===== config.mk =====
export PLATFORM = sky130hd
export DESIGN_NAME = alarm_match_ctrl_flat
export DESIGN_NICKNAME = d
export VERILOG_FILES = /design/src/rtl/alarm_match_if.sv /design/src/rtl/alarm_match_ctrl.sv /design/src/flat_wrapper.sv
export SDC_FILE = /design/constraint.sdc
export NUM_CORES = 1
export LEC_CHECK = 0
export ABC_CLOCK_PERIOD_IN_PS = 2350
export BUFFER_PORTS_ARGS = -buffer_cell sky130_fd_sc_hd__buf_4
export CAP_MARGIN = 5
export CORE_UTILIZATION = 50
export DETAILED_ROUTE_END_ITERATION = 16
export PLACE_DENSITY_LB_ADDON = 0.15
export RECOVER_POWER = 50
export SYNTH_ARGS = -nofsm -noshare
export SYNTH_HDL_FRONTEND = slang
export SYNTH_SLANG_ARGS = --single-unit

===== constraint.sdc =====
create_clock -name clk -period 2.35 [get_ports clk]
set_input_delay 0.235 -clock clk [delete_from_list [all_inputs] [get_ports clk]]
set_output_delay 0.235 -clock clk [all_outputs]
set_load 0.05 [all_outputs]

===== src/rtl/alarm_match_if.sv =====
// Signal bundle between the timekeeping/user-control side and the alarm controller.
// The master side drives time, alarm and user requests; the slave side returns alarm status.
interface alarm_match_if #(
    parameter int WIDTH = 13,
    parameter int SNZ_W = 2
);
    logic             tick;
    logic [WIDTH-1:0] time_now;
    logic [WIDTH-1:0] alarm_time;
    logic             alarm_en;
    logic             snooze;
    logic             stop;
    logic             eq;
    logic             ring;
    logic [1:0]       state;
    logic [SNZ_W-1:0] snooze_cnt;

    modport master (
        output tick, time_now, alarm_time, alarm_en, snooze, stop,
        input  eq, ring, state, snooze_cnt
    );

    modport slave (
        input  tick, time_now, alarm_time, alarm_en, snooze, stop,
        output eq, ring, state, snooze_cnt
    );
endinterface


===== src/rtl/alarm_match_ctrl.sv =====
// Alarm time comparator with first-match detection and a ring/snooze/timeout FSM.
//   state   | meaning
//   IDLE    | waiting for an armed first-cycle match
//   RINGING | buzzer on, counting ring ticks
//   SNOOZED | buzzer off, counting snooze ticks
module alarm_match_ctrl #(
    parameter int WIDTH        = 13,
    parameter int RING_TICKS   = 60,
    parameter int SNOOZE_TICKS = 300,
    parameter int MAX_SNOOZE   = 3,
    parameter int CNT_W        = 16
) (
    input logic         clk,
    input logic         rst_n,
    alarm_match_if.slave bus
);
    localparam int SNZ_W = (MAX_SNOOZE > 0) ? $clog2(MAX_SNOOZE + 1) : 1;
    localparam logic [CNT_W-1:0] RING_LAST   = CNT_W'(RING_TICKS - 1);
    localparam logic [CNT_W-1:0] SNOOZE_LAST = CNT_W'(SNOOZE_TICKS - 1);
    localparam logic [SNZ_W-1:0] SNZ_MAX     = SNZ_W'(MAX_SNOOZE);

    typedef enum logic [1:0] {
        IDLE    = 2'b00,
        RINGING = 2'b01,
        SNOOZED = 2'b10
    } state_t;

    state_t           state_q, state_d;
    logic [CNT_W-1:0] cnt_q, cnt_d;
    logic [SNZ_W-1:0] snz_q, snz_d;
    logic             eq_q;
    logic             cmp;
    logic             match_evt;
    logic             ring_o;

    assign cmp       = (bus.time_now == bus.alarm_time);
    assign match_evt = cmp & ~eq_q;

    always_ff @(posedge clk or negedge rst_n) begin
        if (!rst_n) begin
            state_q <= IDLE;
            cnt_q   <= '0;
            snz_q   <= '0;
            eq_q    <= 1'b0;
        end else begin
            state_q <= state_d;
            cnt_q   <= cnt_d;
            snz_q   <= snz_d;
            eq_q    <= cmp;
        end
    end

    // Any state change loads cnt with 0, so a coincident tick is dropped.
    always_comb begin
        state_d = state_q;
        cnt_d   = cnt_q;
        snz_d   = snz_q;
        case (state_q)
            IDLE: begin
                cnt_d = '0;
                if (bus.alarm_en && match_evt) begin
                    state_d = RINGING;
                    snz_d   = '0;
                end
            end
            RINGING: begin
                if (!bus.alarm_en || bus.stop) begin
                    state_d = IDLE;
                    cnt_d   = '0;
                end else if (bus.snooze && (snz_q < SNZ_MAX)) begin
                    state_d = SNOOZED;
                    cnt_d   = '0;
                    snz_d   = snz_q + SNZ_W'(1);
                end else if (bus.tick) begin
                    if (cnt_q == RING_LAST) begin
                        state_d = IDLE;
                        cnt_d   = '0;
                    end else begin
                        cnt_d = cnt_q + CNT_W'(1);
                    end
                end
            end
            SNOOZED: begin
                if (!bus.alarm_en || bus.stop) begin
                    state_d = IDLE;
                    cnt_d   = '0;
                end else if (bus.tick) begin
                    if (cnt_q == SNOOZE_LAST) begin
                        state_d = RINGING;
                        cnt_d   = '0;
                    end else begin
                        cnt_d = cnt_q + CNT_W'(1);
                    end
                end
            end
            default: begin
                state_d = IDLE;
                cnt_d   = '0;
            end
        endcase
    end

    always_comb begin
        ring_o = (state_q == RINGING);
    end

    assign bus.eq         = eq_q;
    assign bus.ring       = ring_o;
    assign bus.state      = state_q;
    assign bus.snooze_cnt = snz_q;
endmodule


===== src/flat_wrapper.sv =====
// flat-port wrapper written by rule: the top's interface ports become plain ports
module alarm_match_ctrl_flat 
#(
    parameter int WIDTH        = 13,
    parameter int RING_TICKS   = 60,
    parameter int SNOOZE_TICKS = 300,
    parameter int MAX_SNOOZE   = 3,
    parameter int CNT_W        = 16
)
  (clk, rst_n, bus_tick, bus_time_now, bus_alarm_time, bus_alarm_en, bus_snooze, bus_stop, bus_eq, bus_ring, bus_state, bus_snooze_cnt);
  alarm_match_if #(.WIDTH(WIDTH)) bus_i ();
  input logic clk;
  input logic rst_n;
  input wire logic [$bits(bus_i.tick)-1:0] bus_tick;
  input wire logic [$bits(bus_i.time_now)-1:0] bus_time_now;
  input wire logic [$bits(bus_i.alarm_time)-1:0] bus_alarm_time;
  input wire logic [$bits(bus_i.alarm_en)-1:0] bus_alarm_en;
  input wire logic [$bits(bus_i.snooze)-1:0] bus_snooze;
  input wire logic [$bits(bus_i.stop)-1:0] bus_stop;
  output wire logic [$bits(bus_i.eq)-1:0] bus_eq;
  output wire logic [$bits(bus_i.ring)-1:0] bus_ring;
  output wire logic [$bits(bus_i.state)-1:0] bus_state;
  output wire logic [$bits(bus_i.snooze_cnt)-1:0] bus_snooze_cnt;
  assign bus_i.tick = bus_tick;
  assign bus_i.time_now = bus_time_now;
  assign bus_i.alarm_time = bus_alarm_time;
  assign bus_i.alarm_en = bus_alarm_en;
  assign bus_i.snooze = bus_snooze;
  assign bus_i.stop = bus_stop;
  assign bus_eq = bus_i.eq;
  assign bus_ring = bus_i.ring;
  assign bus_state = bus_i.state;
  assign bus_snooze_cnt = bus_i.snooze_cnt;
  alarm_match_ctrl #(.WIDTH(WIDTH), .RING_TICKS(RING_TICKS), .SNOOZE_TICKS(SNOOZE_TICKS), .MAX_SNOOZE(MAX_SNOOZE), .CNT_W(CNT_W)) u_core (.clk(clk), .rst_n(rst_n), .bus(bus_i));
endmodule

* After elaboration in Yosys (flattened, before gate mapping) *
Index checks and enable logic that the tools add are counted.

word-level totals
  register bits after elaboration = 21
  bits in latches = 0
  memory bits (writable) = 0
  memory bits (read-only) = 0
  input bits = 32
  memories = 0

operators by class
  add/sub/neg operators = 2
  multiply operators = 0
  div/mod/pow operators = 0
  magnitude comparators = 1
  eq/ne operators = 12
  shifts and indexed selects = 0
  multiplexer cells = 21
  bitwise logic cells = 2
  reductions and logical operators = 9

operators by type and width
  kind                                                                      number
  16-bit two-way mux                                                        7
  16-bit case mux with 2 select lines                                       1
  2-bit two-way mux                                                         11
  16-bit by 1-bit adder with 16-bit output (second input constant)          1
  16-bit by 6-bit == test with 1-bit output (second input constant)         1
  16-bit by 9-bit == test with 1-bit output (second input constant)         1
  13-bit == test                                                            1
  2-bit case mux with 3 select lines                                        1
  5-bit AND reduction                                                       1
  2-bit by 1-bit inequality test with 1-bit output (second input constant)  2
  4-bit by 1-bit inequality test with 1-bit output (second input constant)  1
  4-bit by 2-bit inequality test with 1-bit output (second input constant)  1
  2-bit case mux with 2 select lines                                        1
  4-bit AND reduction                                                       1
  3-bit by 1-bit inequality test with 1-bit output (second input constant)  1
  3-bit by 2-bit inequality test with 1-bit output (second input constant)  1
  2-bit by 1-bit adder with 2-bit output (second input constant)            1
  2-bit by 1-bit == test with 1-bit output (second input constant)          1
  2-bit == test (second input constant)                                     1
  1-bit logical AND                                                         2
  2-bit logical NOT                                                         1
  2-bit < comparator (second input constant)                                1
  2-bit inequality test (second input constant)                             1
  2-bit AND reduction                                                       1
  other kinds (5)                                                           5

* Longest topological paths before layout *
  word-level depth = 6
  mapped depth = 7

* Worst setup path after synthesis *
No wires, ideal clock.

  kind = register to register
  start point = reg u_core.state_q[0] (netlist: u_core.bus.state[0])
  end point = reg u_core.cnt_q[4]
  library setup time = 0.121 ns
  data arrival time = 2.349 ns
  setup slack = -0.120 ns
  cell stages (with the launch flop) = 7
  path buffers = 0
  period minus slack after synthesis = 2.470 ns
  path through = dfrtp_1 > ha_1 > a21oi_1 > nor2_1 > nor3_1 > a21o_1 > a22o_1

between the ends
  word-level cells in the longest chain between the ends = 3
  elaborated cells on any way between the ends = 6

ends and longest elaborated chain
  what                                                               line                    RTL
  start, declared                                                    alarm_match_ctrl.sv:28  state_t state_q, state_d;
  start signal, assigned                                             alarm_match_ctrl.sv:46  state_q <= state_d;
  2-bit by 1-bit == test with 1-bit output (*)                       n/a
  via bus_ring                                                       flat_wrapper.sv:21      output wire logic [$bits(bus_i.ring)-1:0] bus_ring;
  4-bit by 2-bit inequality test with 1-bit output (no source line)  n/a
  2-bit AND reduction (no source line)                               n/a
  end signal, assigned                                               alarm_match_ctrl.sv:47  cnt_q <= cnt_d;
  end, declared                                                      alarm_match_ctrl.sv:29  logic [CNT_W-1:0] cnt_q, cnt_d;

Mark *: on every way through the listed nets, which the timed path passes. The rest lies on a longest branch.
A chain may end at the register's enable or synchronous reset.

* Worst setup path after layout *
  start point = reg u_core.cnt_q[0]
  end point = reg u_core.cnt_q[10]

between the ends
  word-level cells in the longest chain between the ends = 6
  elaborated cells on any way between the ends = 11

ends and longest elaborated chain
  what                                                                                                          line                                                                    RTL
  16-bit by 1-bit adder with 16-bit output / 16-bit by 6-bit == test with 1-bit output (equally long branches)  alarm_match_ctrl.sv:79, alarm_match_ctrl.sv:92, alarm_match_ctrl.sv:75
  16-bit two-way mux                                                                                            alarm_match_ctrl.sv:75                                                  if (cnt_q == RING_LAST) begin
  16-bit two-way mux                                                                                            alarm_match_ctrl.sv:74                                                  end else if (bus.tick) begin
  16-bit two-way mux                                                                                            alarm_match_ctrl.sv:70                                                  end else if (bus.snooze && (snz_q < SNZ_MAX)) begin
  16-bit two-way mux                                                                                            alarm_match_ctrl.sv:67                                                  if (!bus.alarm_en || bus.stop) begin
  16-bit case mux with 2 select lines (*)                                                                       alarm_match_ctrl.sv:58                                                  case (state_q)

Mark *: on every way between the ends. The rest lies on a longest branch, timed or not. The select of a mux whose other input is x is not followed.

==> metrics.md <==
| Metric | Value |
|---|---|
| Mapped Nets | 190 |
| Slew Viols, Final | 0 |
| Average cell area after synthesis | 9.247 sq um |
| Mapped Cells | approximately 150 |
| Final setup fails | 0 |
| Final setup skew | 0.01170 ns |
| Post-Layout Cell Count | approximately 220 |
| DR WL met2 | 1.657 mm |
| Crit path kind | flip-flop to flip-flop |
| RSZ-0062 raised after global routing | no |
| GPL Wtd Cong | 0.9158 |
| Final Hold Viols | 0 |
| Worst-Margin Slew | 1.156 ns |
| Seq cells post-synth | 21 |
| Tcrit/Tclk final | 95.08% |
| Power Total | 1.159 mW |
| Inst Count DP | 218 |
| DRT antenna net count | 0 |
| TritonCTS Buffers | 3 |
| Final #Nets | 233 |
| FP Rows | 18 |
| R2R cell count | 7 |
| Worst skew pair latency | 0.32 ns |
| Yosys warns | 0 |
| Clk root buf | clkbuf_4 |
| N_diodes | 0 |
| WP data arrival | 2.46 ns |
| Clock tree buffer depth | 2 |
| WL per Instance | 14.50 microns |
| Worst setup SP type | flip-flop |
| Max cap viols | 0 |
| PwrDens | 664.6 nW/um^2 |
| Seq/Total Area, Yosys | 37.63% |
| Final min period | 2.234 ns |
| WHS Path Cells | 4 |
| Fraction of layout cells with a size suffix above 1 | 25.91% |
| Total congestion overflow | 0 |
| Asr flop ratio synth | 100.0% |
| Die Wd | 54.85 microns |
| Slew HR | 22.96% |
| Clk sinks | 21 |
| Netlist Area Pre-Place | 1396 sq um |
| DRC Markers | 0 |
| Setup TNS | 0 ns |
| Vias per std cell | 5.570 |
| Worst IR drop on VDD | between 0.7 and 0.8 mV |
| Clk slew on worst S/H paths | 0.12 ns |
| Unique masters post-synth | 37 |
| Die Ht | around 55 microns |
| DR top layer | met4 |
| Drt first pass iters | 4 |
| I/O pin total | 38 |
| Crit. End Element | flip-flop |
| DRT iter0 DRCs | 42 |
| Initial core utilization | 54.39% |
| F_max | 447.5 MHz |
| Resized cells post-CTS | 0 |
| Synth-to-layout area growth | 24.91% |
| Top FF cell, synth | dfrtp_1 |
| Met1 Wirelength | ~1.3 mm |
| Met3 WL | roughly 190 microns |
| Hold Crit Class | input port to flip-flop |
| Total wire length | 3.233 mm |
| Vias | 1242 |
| Pleak | roughly 0.77 nW |
| Total GRT Usage | 25.00% |
| Vias in the first global route | between 1000 and 1500 |
| Die footprint | about 3000 sq um |
| Number of synthesized flops with an enable pin | 0 |
| Quantity of I/O buffers inserted on ports | 37 |
| Global-route wire length before repair | 5.250 mm |
| Antenna violations before repair | 0 |
| Maximum fanout along the worst path | 10 |
| TritonCTS clock tree | yes |
| Hpwl dp | 2.557 mm |
| H-tree lvl count | 1 |
| Worst Path Required | 2.58 ns |
| Largest net degree at the start of global routing | 22 |
| Status | finished clean |
| CORE AREA | 2567 sq um |
[cell usage in the layout (no fill, tap or decap), types with 4 or more instances in the layout]
cell	n
nand4_1	6
ha_1	6
inv_1	10
xor2_1	6
xnor2_1	15
nor2_1	14
a21oi_1	5
dfrtp_1	21
buf_4	34
clkbuf_4	4
nand3_1	10
nand2_1	13
[registers in the layout, summed over array words and instances, names as in the netlist]
name / flops
u_core.bus.eq: 1
u_core.bus.snooze_cnt: 2
u_core.bus.state: 2
u_core.cnt_q: 16
[critical path: stages, from the launching register on]
cell      delay, ns
dfrtp_1        0.48
ha_1           0.27
nor4b_2        0.17
nand4_1        0.15
o311ai_2       0.12
a21boi_2       0.48
nand2_1        0.23
o31ai_1        0.25
[stage by stage]
stage | setup slack (ns) | area, sq um | util, % | hold WS [ns]
3_5_place_dp | 0.1742 | 1714 | 66.76 | 0.1393
4_1_cts | 0.1472 | 1752 | 68.23 | 0.1866
5_1_grt | 0.005776 | 1744 | 67.93 | 0.1902
2_1_floorplan | 0.07834 | 1399 | - | -0.06059
3_3_place_gp | 0.2929 | 1714 | 66.76 | 0.1310
6_report | 0.1156 | 1744 | 67.93 | 0.1893
[path summary, 6_finish.rpt]
path,end,slack [ns],from
worst max-delay path,u_core.cnt_q[10],0.12,u_core.cnt_q[0]
worst min-delay path,u_core.bus.eq,0.19,bus_time_now[8]
worst max register to register,u_core.cnt_q[10],0.12,u_core.cnt_q[0]
worst min register to register,u_core.bus.snooze_cnt[1],0.56,u_core.bus.snooze_cnt[1]
max in group asynchronous,u_core.cnt_q[1],1.01,rst_n
min in group asynchronous,u_core.cnt_q[8],0.64,rst_n
[power breakdown]
| group | switching (mW) | internal [mW] |
|---|---|---|
| combinational | 0.322 | 0.222 |
| clock | 0.122 | 0.0638 |
| sequential | 0.0378 | 0.391 |
[Yosys cell counts, types with 5 or more instances]
master / number / share of area [%]
xor2_1: 6 / 3.8
nand4_1: 6 / 2.7
dfrtp_1: 21 / 38
a21oi_1: 5 / 1.8
inv_1: 10 / 2.7
xnor2_1: 15 / 9.4
ha_1: 7 / 6.3
nor2_1: 14 / 3.8
nand3_1: 10 / 3.6
nand2_1: 13 / 3.5
[metal layers]
layer  track usage [%]  up-vias
met5                 0        -
met4             12.39        0
met3             3.889        7
met2             46.79       56
met1             26.51      563
li1                  -      616
[area by class of cell]
cell class	count	area (sq um)
clock buffer	3	22.52
clock inverter	1	5.005
fill	219	823.3
inverter	10	37.54
multi-input combinational	120	835.8
sequential	21	525.5
tap	30	37.54
timing repair buffer	38	280.3
[cells by family after synthesis]
family                     share of synthesized area (%)
muxes                                              3.136
and+or+nand+nor                                    25.36
DFF                                                37.63
xor gates and xnor gates                           13.17
AOI/OAI and AO/OA                                  11.74
buffers and inverters                              2.688
adders and majority gates                          6.272
[repair_timing]
| item | in CTS | in global routing |
|---|---|---|
| buffers inserted | 0 | 0 |
| endpoints found under the hold margin | 21 | 0 |
| hold buffers | 1 | 0 |
Note: power is estimated with default switching activity, not from simulation.
